--- src/rtl/mu0_control_if.sv ---
// mu0_control_if: control-unit <-> datapath/memory signal bundle.
// master = control unit, slave = datapath side.
interface mu0_control_if #(
    parameter int CNT_W = 16
);
    logic [3:0]       opcode;
    logic             acc_15;
    logic             accz;
    logic             mem_ready;
    logic             acc_ce;
    logic             acc_oe;
    logic             pc_ce;
    logic             pc_sel;
    logic             ir_ce;
    logic             asel;
    logic             bsel;
    logic [1:0]       alu_fs;
    logic             mem_rd;
    logic             mem_wr;
    logic             halted;
    logic [CNT_W-1:0] instr_count;
    modport master (
        input  opcode, acc_15, accz, mem_ready,
        output acc_ce, acc_oe, pc_ce, pc_sel, ir_ce, asel, bsel, alu_fs,
               mem_rd, mem_wr, halted, instr_count
    );
    modport slave (
        output opcode, acc_15, accz, mem_ready,
        input  acc_ce, acc_oe, pc_ce, pc_sel, ir_ce, asel, bsel, alu_fs,
               mem_rd, mem_wr, halted, instr_count
    );
endinterface

--- src/rtl/mu0_control.sv ---
// mu0_control: MU0 reset/fetch/execute/halt controller with retired-instruction counter.
// Define MU0_MEM_HANDSHAKE_EN to make memory states wait on mem_ready.
module mu0_control #(
    parameter int CNT_W = 16
) (
    input logic           clk,
    input logic           rst_n,
    mu0_control_if.master bus
);
    localparam logic [1:0] S_RST = 2'd0, S_FETCH = 2'd1, S_EXEC = 2'd2, S_HALT = 2'd3;
    logic [1:0]       state, state_nxt;
    logic [CNT_W-1:0] count;
    logic             rdy, fetch, exec, mem_op, is_sto, jmp_take, exec_done;
`ifdef MU0_MEM_HANDSHAKE_EN
    assign rdy = bus.mem_ready;
`else
    assign rdy = 1'b1;
`endif
    assign fetch     = state == S_FETCH;
    assign exec      = state == S_EXEC;
    assign mem_op    = bus.opcode[3:2] == 2'b00;
    assign is_sto    = bus.opcode == 4'd1;
    assign jmp_take  = bus.opcode == 4'd4 || (bus.opcode == 4'd5 && !bus.acc_15) ||
                       (bus.opcode == 4'd6 && !bus.accz);
    // Non-memory opcodes always finish in one EXEC cycle
    assign exec_done = exec && (!mem_op || rdy);
    assign bus.asel        = exec && mem_op;
    assign bus.bsel        = fetch;
    assign bus.alu_fs      = fetch ? 2'b11 : (exec && bus.opcode == 4'd2) ? 2'b01 :
                             (exec && bus.opcode == 4'd3) ? 2'b10 : 2'b00;
    assign bus.mem_rd      = fetch || (exec && mem_op && !is_sto);
    assign bus.mem_wr      = exec && is_sto;
    assign bus.acc_oe      = exec && is_sto;
    assign bus.acc_ce      = exec && mem_op && !is_sto && rdy;
    assign bus.ir_ce       = fetch && rdy;
    assign bus.pc_ce       = (fetch && rdy) || (exec && jmp_take);
    assign bus.pc_sel      = exec && jmp_take;
    assign bus.halted      = state == S_HALT;
    assign bus.instr_count = count;
    always_comb begin
        state_nxt = state == S_RST ? S_FETCH :
                    fetch ? (rdy ? S_EXEC : S_FETCH) :
                    exec ? (!exec_done ? S_EXEC : bus.opcode == 4'd7 ? S_HALT : S_FETCH) :
                    S_HALT;
    end
    always_ff @(posedge clk or negedge rst_n) begin
        if (!rst_n) begin
            state <= S_RST;
            count <= '0;
        end else begin
            state <= state_nxt;
            if (exec_done) count <= count + 1'b1;
        end
    end
endmodule

--- src/flat_wrapper.sv ---
// flat-port wrapper written by rule: the top's interface ports become plain ports
module mu0_control_flat 
#(
    parameter int CNT_W = 16
)
  (clk, rst_n, bus_opcode, bus_acc_15, bus_accz, bus_mem_ready, bus_acc_ce, bus_acc_oe, bus_pc_ce, bus_pc_sel, bus_ir_ce, bus_asel, bus_bsel, bus_alu_fs, bus_mem_rd, bus_mem_wr, bus_halted, bus_instr_count);
  mu0_control_if #(.CNT_W(CNT_W)) bus_i ();
  input logic clk;
  input logic rst_n;
  input wire logic [$bits(bus_i.opcode)-1:0] bus_opcode;
  input wire logic [$bits(bus_i.acc_15)-1:0] bus_acc_15;
  input wire logic [$bits(bus_i.accz)-1:0] bus_accz;
  input wire logic [$bits(bus_i.mem_ready)-1:0] bus_mem_ready;
  output wire logic [$bits(bus_i.acc_ce)-1:0] bus_acc_ce;
  output wire logic [$bits(bus_i.acc_oe)-1:0] bus_acc_oe;
  output wire logic [$bits(bus_i.pc_ce)-1:0] bus_pc_ce;
  output wire logic [$bits(bus_i.pc_sel)-1:0] bus_pc_sel;
  output wire logic [$bits(bus_i.ir_ce)-1:0] bus_ir_ce;
  output wire logic [$bits(bus_i.asel)-1:0] bus_asel;
  output wire logic [$bits(bus_i.bsel)-1:0] bus_bsel;
  output wire logic [$bits(bus_i.alu_fs)-1:0] bus_alu_fs;
  output wire logic [$bits(bus_i.mem_rd)-1:0] bus_mem_rd;
  output wire logic [$bits(bus_i.mem_wr)-1:0] bus_mem_wr;
  output wire logic [$bits(bus_i.halted)-1:0] bus_halted;
  output wire logic [$bits(bus_i.instr_count)-1:0] bus_instr_count;
  assign bus_i.opcode = bus_opcode;
  assign bus_i.acc_15 = bus_acc_15;
  assign bus_i.accz = bus_accz;
  assign bus_i.mem_ready = bus_mem_ready;
  assign bus_acc_ce = bus_i.acc_ce;
  assign bus_acc_oe = bus_i.acc_oe;
  assign bus_pc_ce = bus_i.pc_ce;
  assign bus_pc_sel = bus_i.pc_sel;
  assign bus_ir_ce = bus_i.ir_ce;
  assign bus_asel = bus_i.asel;
  assign bus_bsel = bus_i.bsel;
  assign bus_alu_fs = bus_i.alu_fs;
  assign bus_mem_rd = bus_i.mem_rd;
  assign bus_mem_wr = bus_i.mem_wr;
  assign bus_halted = bus_i.halted;
  assign bus_instr_count = bus_i.instr_count;
  mu0_control #(.CNT_W(CNT_W)) u_core (.clk(clk), .rst_n(rst_n), .bus(bus_i));
endmodule
--- config.mk ---
export PLATFORM = sky130hd
export DESIGN_NAME = mu0_control_flat
export DESIGN_NICKNAME = d
export VERILOG_FILES = /design/src/rtl/mu0_control_if.sv /design/src/rtl/mu0_control.sv /design/src/flat_wrapper.sv
export SDC_FILE = /design/constraint.sdc
export NUM_CORES = 1
export LEC_CHECK = 0
export ABC_AREA = 1
export ABC_CLOCK_PERIOD_IN_PS = 3600
export CELL_PAD_IN_SITES_DETAIL_PLACEMENT = 0
export CELL_PAD_IN_SITES_GLOBAL_PLACEMENT = 1
export CORE_MARGIN = 2
export CORE_UTILIZATION = 33
export DETAILED_ROUTE_END_ITERATION = 16
export PLACE_DENSITY_LB_ADDON = 0.1
export SYNTH_ARGS = -nofsm -noshare
export SYNTH_HDL_FRONTEND = slang
export SYNTH_SLANG_ARGS = --single-unit
--- constraint.sdc ---
create_clock -name clk -period 3.6 [get_ports clk]
set_input_delay 0.36 -clock clk [delete_from_list [all_inputs] [get_ports clk]]
set_output_delay 0.36 -clock clk [all_outputs]
set_load 0.005 [all_outputs]
==> impl_metrics.py, run 1 <==
metrics = {
    "outcome": {
        "status": "finished, final reports clean",
    },
    "clock_tree": {
        "hold_buffers": 0,
        "cts-root-buf": "clkbuf_4",
        "clock-sinks": 18,
        "post-cts-setup-buffers": 0,
        "cts_tree": "built",
        "clkTransAtPathRegs_ns": 0.11,
        "clk_latency_ns": 0.30,
        "clock_path_buffers": 2,
        "htree_num_levels": 1,
        "cts_buffers": 3,
        "ctsResizeCount": 0,
    },
    "worst_hold_path": {
        "min_path_cells": 2,
        "min-delay-path-class": "register to register",
        "min_from": "u_core.bus.instr_count[15]$_DFFE_PN0P_",
        "whs_endpoint": "u_core.bus.instr_count[15]$_DFFE_PN0P_",
    },
    "finish": {
        "area_delta_synth_final_pct": 39.6,
        "final_nets": 196,
        "n_antenna_cell": 0,
        "fin_area_um2": 1510,
        "fin_cells": 229,
        "drive_above_1_share": 0.0649,
    },
    "drt": {
        "wirelength_um": 2390,
        "drc": 0,
        "dr.pass1.iters": 4,
        "drt_iter0_markers": 58,
        "ant_nets": 0,
        "viasPerCell": 4.24,
        "via_count": 972,
        "wl_per_cell_um": 10.4,
    },
    "sta": {
        "rsz0062_at_grt": "no",
        "hold_viol": 0,
        "fmax_mhz": 441,
        "report.final.slew_viol_count": 0,
        "setup_viol": 0,
        "fin_tns_setup_ns": 0,
        "fin_worst_skew_ns": 0.0101,
        "fin_hold_ws_ns": 0.512,
        "fin_crit_sh": 0.630,
        "maxSlewHeadroom": 0.457,
        "worst_slew_pin_slew_ns": 0.812,
        "fin_crit_ns": 2.27,
    },
    "global_routing": {
        "overflow": 0,
        "grt_pass1_wl_um": 4040,
        "grt_start_max_net_pins": 19,
        "antenna_found_initial": 0,
        "grtUsageTotal": 0.146,
        "grt_pass1_vias": 919,
    },
    "synth": {
        "synth.largest_area_cell": "dfrtp_1",
        "yosysSeqAreaShare": 0.418,
        "synth_common_cells": "50 x nand2_1, 27 x inv_1, 18 x dfrtp_1",
        "ys_top_cells_by_area": "dfrtp_1 42%, nand2_1 17%, inv_1 9.4%",
        "synth_ff_type": "dfrtp_1",
        "synthCells": 148,
        "synth.most_common_cell": "nand2_1",
        "netlist_area_um2": 1080,
        "ys_ff_latch": 18,
        "synthArstFlopShare": 1.00,
        "ys_warn_count": 0,
        "yosysTopAreaCellShare": 0.418,
        "synth_edf_count": 0,
        "synth_area_per_cell_um2": 7.29,
        "synth_nets": 158,
        "ys_types": 19,
    },
    "floorplanning": {
        "num_rows": 20,
        "fp.dieW_um": 61.2,
        "core_um2": 3080,
        "die_h_um": 61.2,
        "io_pins": 37,
        "start_util": 0.350,
        "die_area_um2": 3740,
    },
    "pwr": {
        "power.leakage_nw": 0.741,
        "power_density_nw_per_um2": 388,
        "finalPower_mw": 0.583,
        "vdd_ir_drop_max_uv": 299,
    },
    "worst_setup_path": {
        "r2r_slack_ns": 2.28,
        "start_kind": "register",
        "crit_buf_inv": 2,
        "cp.required_ns": 3.24,
        "r2r_cells": 8,
        "r2r_end": "u_core.bus.instr_count[14]$_DFFE_PN0P_",
        "cp_cell_sequence": "inv_2 -> nor2_4 -> nand2_1 -> o31ai_2 -> clkdlybuf4s50_1",
        "critPathCaptureType": "output port",
        "crit_arrival_ns": 1.91,
        "max_stage_delay_ns": 0.53,
        "critPathMaxFanout": 6,
        "crit_type": "register to output port",
        "crit_family": "buffers and inverters",
        "r2r-start": "u_core.bus.instr_count[1]$_DFFE_PN0P_",
        "cp_slowest_cell": "clkdlybuf4s50_1",
    },
    "placed_design": {
        "io_buffers": 35,
        "dp_hpwl_um": 1850,
        "placed_cells": 225,
        "gp_congestion": 0.717,
        "dpl-instance-area_um2": 1470,
    },
    "job": {
        "cap_violations": 0,
    },
}
through the flow:
stage	utilization	setup WS (ns)
floorplan	-	2.21
global placement	0.477	1.50
detailed placement	0.477	1.48
CTS	0.489	1.31
global route	0.489	1.20
finish	0.489	1.33
cell usage in the layout, fill, tap and decap left out, types with 2 or more instances in the layout:
cell | netlist | layout
dfrtp_1 | 18 | 18
nand3_1 | 8 | 8
nand2_2 | 2 | 2
nand3b_1 | 4 | 4
o21ai_0 | 5 | 5
nor2_4 | 3 | 3
inv_1 | 27 | 27
xnor2_1 | 4 | 4
clkdlybuf4s50_1 | 0 | 35
clkbuf_4 | 0 | 3
nand2_1 | 50 | 50
nor2_1 | 15 | 15
xor2_1 | 3 | 3
cell type report:
type / instances / area, um2
clock buffer: 4 / 36.3
fill: 317 / 1570
inverter: 28 / 105
multi-input combinational: 100 / 508
sequential: 18 / 450
tap: 44 / 55.1
timing repair buffer: 35 / 350
cell families after synthesis:
| group | share of synthesized area |
|---|---|
| adder cells (fa/ha/maj) | 0.0116 |
| AND/OR/NAND/NOR | 0.361 |
| buffers and inverters | 0.111 |
| AO/OA/AOI/OAI | 0.0418 |
| flip-flops | 0.418 |
| XOR/XNOR | 0.0568 |
report_power, final:
part           internal (mW)  switching (mW)  total [mW]  leakage, nW
registers              0.233          0.0427       0.276        0.233
clock network         0.0617          0.0657       0.127       0.0210
logic                  0.104          0.0760       0.180        0.487
total                  0.399           0.184       0.583        0.741
how the worst max path moves through the flow:
| stage | startpoint | endpoint | slack, ns | cells past startpoint |
|---|---|---|---|---|
| after floorplan | u_core.state[1]$_DFF_PN0_ | bus_mem_wr | 2.21 | 5 |
| after global placement | bus_opcode[3] | bus_alu_fs[0] | 1.50 | 5 |
| after detailed placement | bus_opcode[3] | bus_alu_fs[0] | 1.48 | 5 |
| after CTS | u_core.state[1]$_DFF_PN0_ | bus_alu_fs[0] | 1.31 | 5 |
| after global routing | u_core.state[1]$_DFF_PN0_ | bus_mem_rd | 1.20 | 5 |
| final | u_core.state[1]$_DFF_PN0_ | bus_alu_fs[0] | 1.33 | 5 |
registers in the layout, summed over array words and instances, names as in the netlist:
| register | cells |
|---|---|
| u_core.state | 2 |
| u_core.bus.instr_count | 16 |
layer usage:
metal	vias up	share of wire	global-route usage
li1	519	-	-
met1	433	0.49	0.192
met2	18	0.46	0.240
met3	2	0.037	0.0378
met4	0	0.0075	0.0373
met5	-	0	0
worst min-delay path, stage by stage, from the launching register on:
cell     delay, ns
dfrtp_1       0.38
nand2_1       0.06
nand2_1       0.05
Note: power is estimated with default switching activity, not from simulation.
==> run 2, diff against run 1 <==
- ABC_CLOCK_PERIOD_IN_PS: 3600 -> 2400
- CORE_UTILIZATION: 33 -> 31
- clock period: 3.6 -> 2.4 ns (I/O delays scaled with it)
==> run 2 against run 1 <==
  * Die area grew 6.0%
  * Non-clock buffer count grew 1
  * Critical path type unchanged
  * Via count rose by 3.4%
  * First-iteration DRC count increased by 5.2%
  * Clock power is 50% higher
  * Cell count up 1.3%
  * Combinational power is 51% higher
  * Hold slack got worse by 0.24 ns
  * Largest power group unchanged
  * Setup slack worse by 1.1 ns
  * Register-to-register slack worse by 1.2 ns
  * Clock-buffer cell count did not move
==> impl_metrics.py, run 2 (synthesis results as in run 1) <==
metrics = {
    "drt": {
        "via_count": 1005,
        "wl_per_cell_um": 10.2,
        "drt_iter0_markers": 61,
        "dr.pass1.iters": 4,
        "ant_nets": 0,
        "viasPerCell": 4.33,
        "wirelength_um": 2370,
        "drc": 0,
    },
    "pwr": {
        "p_int_mw": 0.600,
        "clkPwrFrac": 0.218,
        "vdd_ir_drop_max_uv": 512,
        "power.leakage_nw": 0.745,
        "power_switching_mw": 0.276,
        "combPwrFrac": 0.310,
        "sw_frac_of_total": 0.315,
        "power_frac_seq": 0.471,
        "power_density_nw_per_um2": 578,
    },
    "clock_tree": {
        "clock-sinks": 18,
        "cts-root-buf": "clkbuf_4",
        "clkTransAtPathRegs_ns": 0.11,
        "cts_tree": "built",
        "clock_path_buffers": 2,
        "ctsResizeCount": 0,
        "clk_latency_ns": 0.29,
        "htree_num_levels": 1,
        "cts_buffers": 3,
        "hold_buffers": 0,
        "post-cts-setup-buffers": 0,
    },
    "sta": {
        "maxSlewHeadroom": 0.836,
        "fin_worst_skew_ns": 0.000903,
        "setup_viol": 0,
        "fmax_mhz": 461,
        "fin_hold_ws_ns": 0.268,
        "fin_crit_ns": 2.17,
        "rsz0062_at_grt": "no",
        "fin_crit_sh": 0.904,
        "fin_tns_setup_ns": 0,
        "worst_slew_pin_slew_ns": 0.244,
        "report.final.slew_viol_count": 0,
        "hold_viol": 0,
    },
    "finish": {
        "final_nets": 197,
        "n_antenna_cell": 0,
        "drive_above_1_share": 0.0699,
        "largest_register_ffs": 16,
        "fin_cells": 232,
        "utilization": 0.454,
        "layout.cells.most_common": "nand2_1",
        "final_cell_mix": "50 x nand2_1, 35 x clkdlybuf4s50_1, 27 x inv_1",
        "fin_area_um2": 1520,
        "fillerInstances": 366,
        "area_delta_synth_final_pct": 40.5,
    },
    "worst_setup_path": {
        "start_kind": "register",
        "max_stage_delay_ns": 0.54,
        "critPathCaptureType": "output port",
        "cp_cell_sequence": "inv_2 -> nor2_4 -> nand2_1 -> o31ai_2 -> clkdlybuf4s50_1",
        "r2r_end": "u_core.bus.instr_count[14]$_DFFE_PN0P_",
        "cp.required_ns": 2.16,
        "crit_arrival_ns": 1.93,
        "critPathMaxFanout": 6,
        "crit_type": "register to output port",
        "r2r_cells": 8,
        "r2r_slack_ns": 1.09,
        "cp_slowest_cell": "clkdlybuf4s50_1",
        "r2r-start": "u_core.bus.instr_count[1]$_DFFE_PN0P_",
    },
    "global_routing": {
        "grt_start_max_net_pins": 19,
        "overflow": 0,
        "grtUsageTotal": 0.134,
        "antenna_found_initial": 0,
        "grt_pass1_vias": 988,
        "grt_pass1_wl_um": 4340,
    },
    "floorplanning": {
        "core_um2": 3340,
        "die_area_um2": 3970,
        "start_util": 0.323,
        "num_rows": 21,
        "die_h_um": 63.0,
        "io_pins": 37,
        "fp.dieW_um": 63.0,
    },
    "placed_design": {
        "dpl-instance-area_um2": 1480,
        "io_buffers": 35,
        "gp_congestion": 0.764,
        "placed_cells": 228,
        "dp_hpwl_um": 1930,
    },
    "job": {
        "cap_violations": 0,
    },
    "outcome": {
        "status": "finished, final reports clean",
    },
    "worst_hold_path": {
        "min-delay-path-class": "input port to async pin",
    },
}
## run 2: power by group through the flow
stage / Clock [mW] / Combinational (mW) / Sequential (mW)
floorplan: 0 / 0.114 / 0.412
global placement: 0 / 0.274 / 0.420
detailed placement: 0 / 0.273 / 0.419
CTS: 0.197 / 0.276 / 0.414
global route: 0.218 / 0.299 / 0.424
finish: 0.191 / 0.272 / 0.412
## run 2: routing by layer
layer	share of wire	vias to the layer above	global-route usage	wire length, um
li1	-	520	-	-
met1	0.52	465	0.185	1230
met2	0.44	18	0.215	1040
met3	0.035	2	0.0324	84
met4	0.0072	0	0.0250	17
met5	0	-	0	0
## run 2: layout make-up
type                    count  area (um2)  share of cell area
multi-input cells         100         508               0.335
well taps                  46        57.6              0.0380
inverters                  28         105              0.0694
repair buffers             36         358               0.236
clock buffers               4        36.3              0.0239
flip-flops and latches     18         450               0.297
## run 2: worst max-delay path by stage
stage                              start             to  slack (ns)  cells past startpoint
2_1_floorplan  u_core.state[1]$_DFF_PN0_     bus_mem_wr        1.13                      5
3_3_place_gp               bus_opcode[3]  bus_alu_fs[0]        0.52                      5
3_5_place_dp               bus_opcode[3]  bus_alu_fs[0]        0.50                      5
4_1_cts        u_core.state[1]$_DFF_PN0_  bus_alu_fs[0]        0.21                      5
5_1_grt        u_core.state[1]$_DFF_PN0_  bus_alu_fs[0]        0.09                      5
6_report       u_core.state[1]$_DFF_PN0_  bus_alu_fs[0]        0.23                      5
## run 2: metrics by stage
stage | total power [mW] | setup WS (ns)
after floorplan | 0.526 | 1.13
after global routing | 0.941 | 0.0863
after global placement | 0.694 | 0.520
after CTS | 0.886 | 0.213
after detailed placement | 0.692 | 0.503
final | 0.875 | 0.230
## run 2: critical path, delay by kind of cell (launching register included)
family,cells,cell delay (ns)
AOI/OAI and AO/OA,1,0.20
and+or+nand+nor,2,0.35
buffers and inverters,2,0.62
DFF,1,0.47
==> run 3, diff against run 2 <==
- ABC_CLOCK_PERIOD_IN_PS: 2400 -> 1990
- CORE_UTILIZATION: 31 -> 28
- clock period: 2.4 -> 1.99 ns (I/O delays scaled with it)
==> run 3 against run 2 <==
  * Clock-buffer cell count unchanged
  * Power increased by 29%
  * Clock power increased by 58%
==> impl_metrics.py, run 3 (synthesis results as in run 1) <==
metrics = {
    "clock_tree": {
        "cts-root-buf": "clkbuf_8",
        "htree_num_levels": 1,
        "clk_latency_ns": 0.25,
        "cts_tree": "built",
        "cts_buffers": 3,
        "clock-sinks": 18,
        "post-cts-setup-buffers": 0,
        "clkTransAtPathRegs_ns": 0.07,
        "ctsResizeCount": 0,
        "hold_buffers": 0,
        "clock_path_buffers": 2,
    },
    "floorplanning": {
        "die_area_um2": 4360,
        "io_pins": 37,
        "die_h_um": 66.1,
        "start_util": 0.292,
        "core_um2": 3690,
        "fp.dieW_um": 66.1,
        "num_rows": 22,
    },
    "placed_design": {
        "dpl-instance-area_um2": 1490,
        "gp_congestion": 0.715,
        "post-place-ws_ns": 0.181,
        "dp_hpwl_um": 1960,
        "io_buffers": 35,
    },
    "pwr": {
        "vdd_ir_drop_max_uv": 457,
        "sw_frac_of_total": 0.301,
        "combPwrFrac": 0.293,
        "power_density_nw_per_um2": 729,
        "power_frac_seq": 0.439,
        "p_int_mw": 0.790,
        "clkPwrFrac": 0.267,
        "power.leakage_nw": 0.758,
        "power_switching_mw": 0.340,
    },
    "finish": {
        "layout.cells.most_common": "nand2_1",
        "final_cell_mix": "49 x nand2_1, 35 x clkdlybuf4s50_1, 26 x inv_1",
        "largest_register_ffs": 16,
        "utilization": 0.420,
        "n_antenna_cell": 0,
        "fin_area_um2": 1550,
        "final_nets": 198,
        "drive_above_1_share": 0.0963,
        "fillerInstances": 398,
        "area_delta_synth_final_pct": 43.7,
    },
    "drt": {
        "dr.pass1.iters": 4,
        "wirelength_um": 2470,
        "viasPerCell": 4.24,
        "drt_iter0_markers": 29,
        "via_count": 996,
        "wl_per_cell_um": 10.5,
        "ant_nets": 0,
        "drc": 0,
    },
    "sta": {
        "setup_viol": 0,
        "maxSlewHeadroom": 0.843,
        "hold_viol": 0,
        "layout_setup_ws_ns": 0.145,
        "fmax_mhz": 542,
        "rsz0062_at_grt": "no",
        "fin_hold_ws_ns": 0.275,
        "fin_crit_sh": 0.927,
        "worst_slew_pin_slew_ns": 0.233,
        "fin_worst_skew_ns": 0.00291,
        "fin_tns_setup_ns": 0,
        "fin_crit_ns": 1.85,
        "report.final.slew_viol_count": 0,
    },
    "worst_setup_path": {
        "r2r-start": "u_core.bus.instr_count[1]$_DFFE_PN0P_",
        "cp_slowest_cell": "clkdlybuf4s50_1",
        "cp.required_ns": 1.79,
        "crit_arrival_ns": 1.65,
        "start_kind": "register",
        "max_stage_delay_ns": 0.49,
        "critPathMaxFanout": 5,
        "cp_cell_sequence": "inv_2 -> nor2_4 -> buf_4 -> nand3_1 -> nand2_1 -> clkdlybuf4s50_1",
        "crit_type": "register to output port",
        "startpoint": "u_core.state[1]$_DFF_PN0_",
        "critPathCaptureType": "output port",
    },
    "global_routing": {
        "grtUsageTotal": 0.126,
        "grt_start_max_net_pins": 19,
        "grt_pass1_vias": 962,
        "antenna_found_initial": 0,
        "grt_pass1_wl_um": 4220,
        "overflow": 0,
    },
    "job": {
        "cap_violations": 0,
    },
    "worst_hold_path": {
        "min-delay-path-class": "input port to async pin",
    },
    "outcome": {
        "status": "finished, final reports clean",
    },
}
==> run 3: power by group through the flow <==
stage | combinational, mW | sequential (mW) | clock (mW)
6_report | 0.332 | 0.496 | 0.302
5_1_grt | 0.371 | 0.514 | 0.331
4_1_cts | 0.338 | 0.497 | 0.312
3_5_place_dp | 0.336 | 0.503 | 0
3_3_place_gp | 0.334 | 0.503 | 0
2_1_floorplan | 0.138 | 0.497 | 0
==> run 3: path summary, 6_finish.rpt <==
path	depth (start not counted)	slack (ns)	endpoint
worst max register to register	8	0.65	u_core.bus.instr_count[14]$_DFFE_PN0P_
worst max-delay path	6	0.14	bus_pc_ce
min in group clk	2	0.51	u_core.bus.instr_count[15]$_DFFE_PN0P_
worst min register to register	2	0.51	u_core.bus.instr_count[15]$_DFFE_PN0P_
max in group asynchronous	2	1.50	u_core.state[1]$_DFF_PN0_
worst min-delay path	2	0.28	u_core.bus.instr_count[5]$_DFFE_PN0P_
==> run 3: final cells by class <==
type	count	area, um2	area share
Timing Repair Buffer	37	365	0.236
Sequential cell	18	452	0.291
Tap cell	48	60.1	0.0387
Clock buffer	4	55.1	0.0355
Multi-Input combinational cell	100	513	0.331
Inverter	28	105	0.0678
==> run 3: through the flow <==
| step | instances | power [mW] |
|---|---|---|
| after global routing | 235 | 1.22 |
| final | 235 | 1.13 |
| after global placement | 231 | 0.837 |
| after floorplan | 148 | 0.634 |
| after CTS | 235 | 1.15 |
| after detailed placement | 231 | 0.838 |
==> run 3: critical path, delay by kind of cell (launching register included) <==
family / cells / cell delay [ns]
and+or+nand+nor: 3 / 0.25
DFF: 1 / 0.42
buffers and inverters: 3 / 0.72
==> run 3: per-layer routing <==
layer,wire length (um),vias up,GRT usage
met5,0,-,0
met4,22,0,0.0230
met3,162,4,0.0460
met2,1100,28,0.208
met1,1190,440,0.160
li1,-,524,-
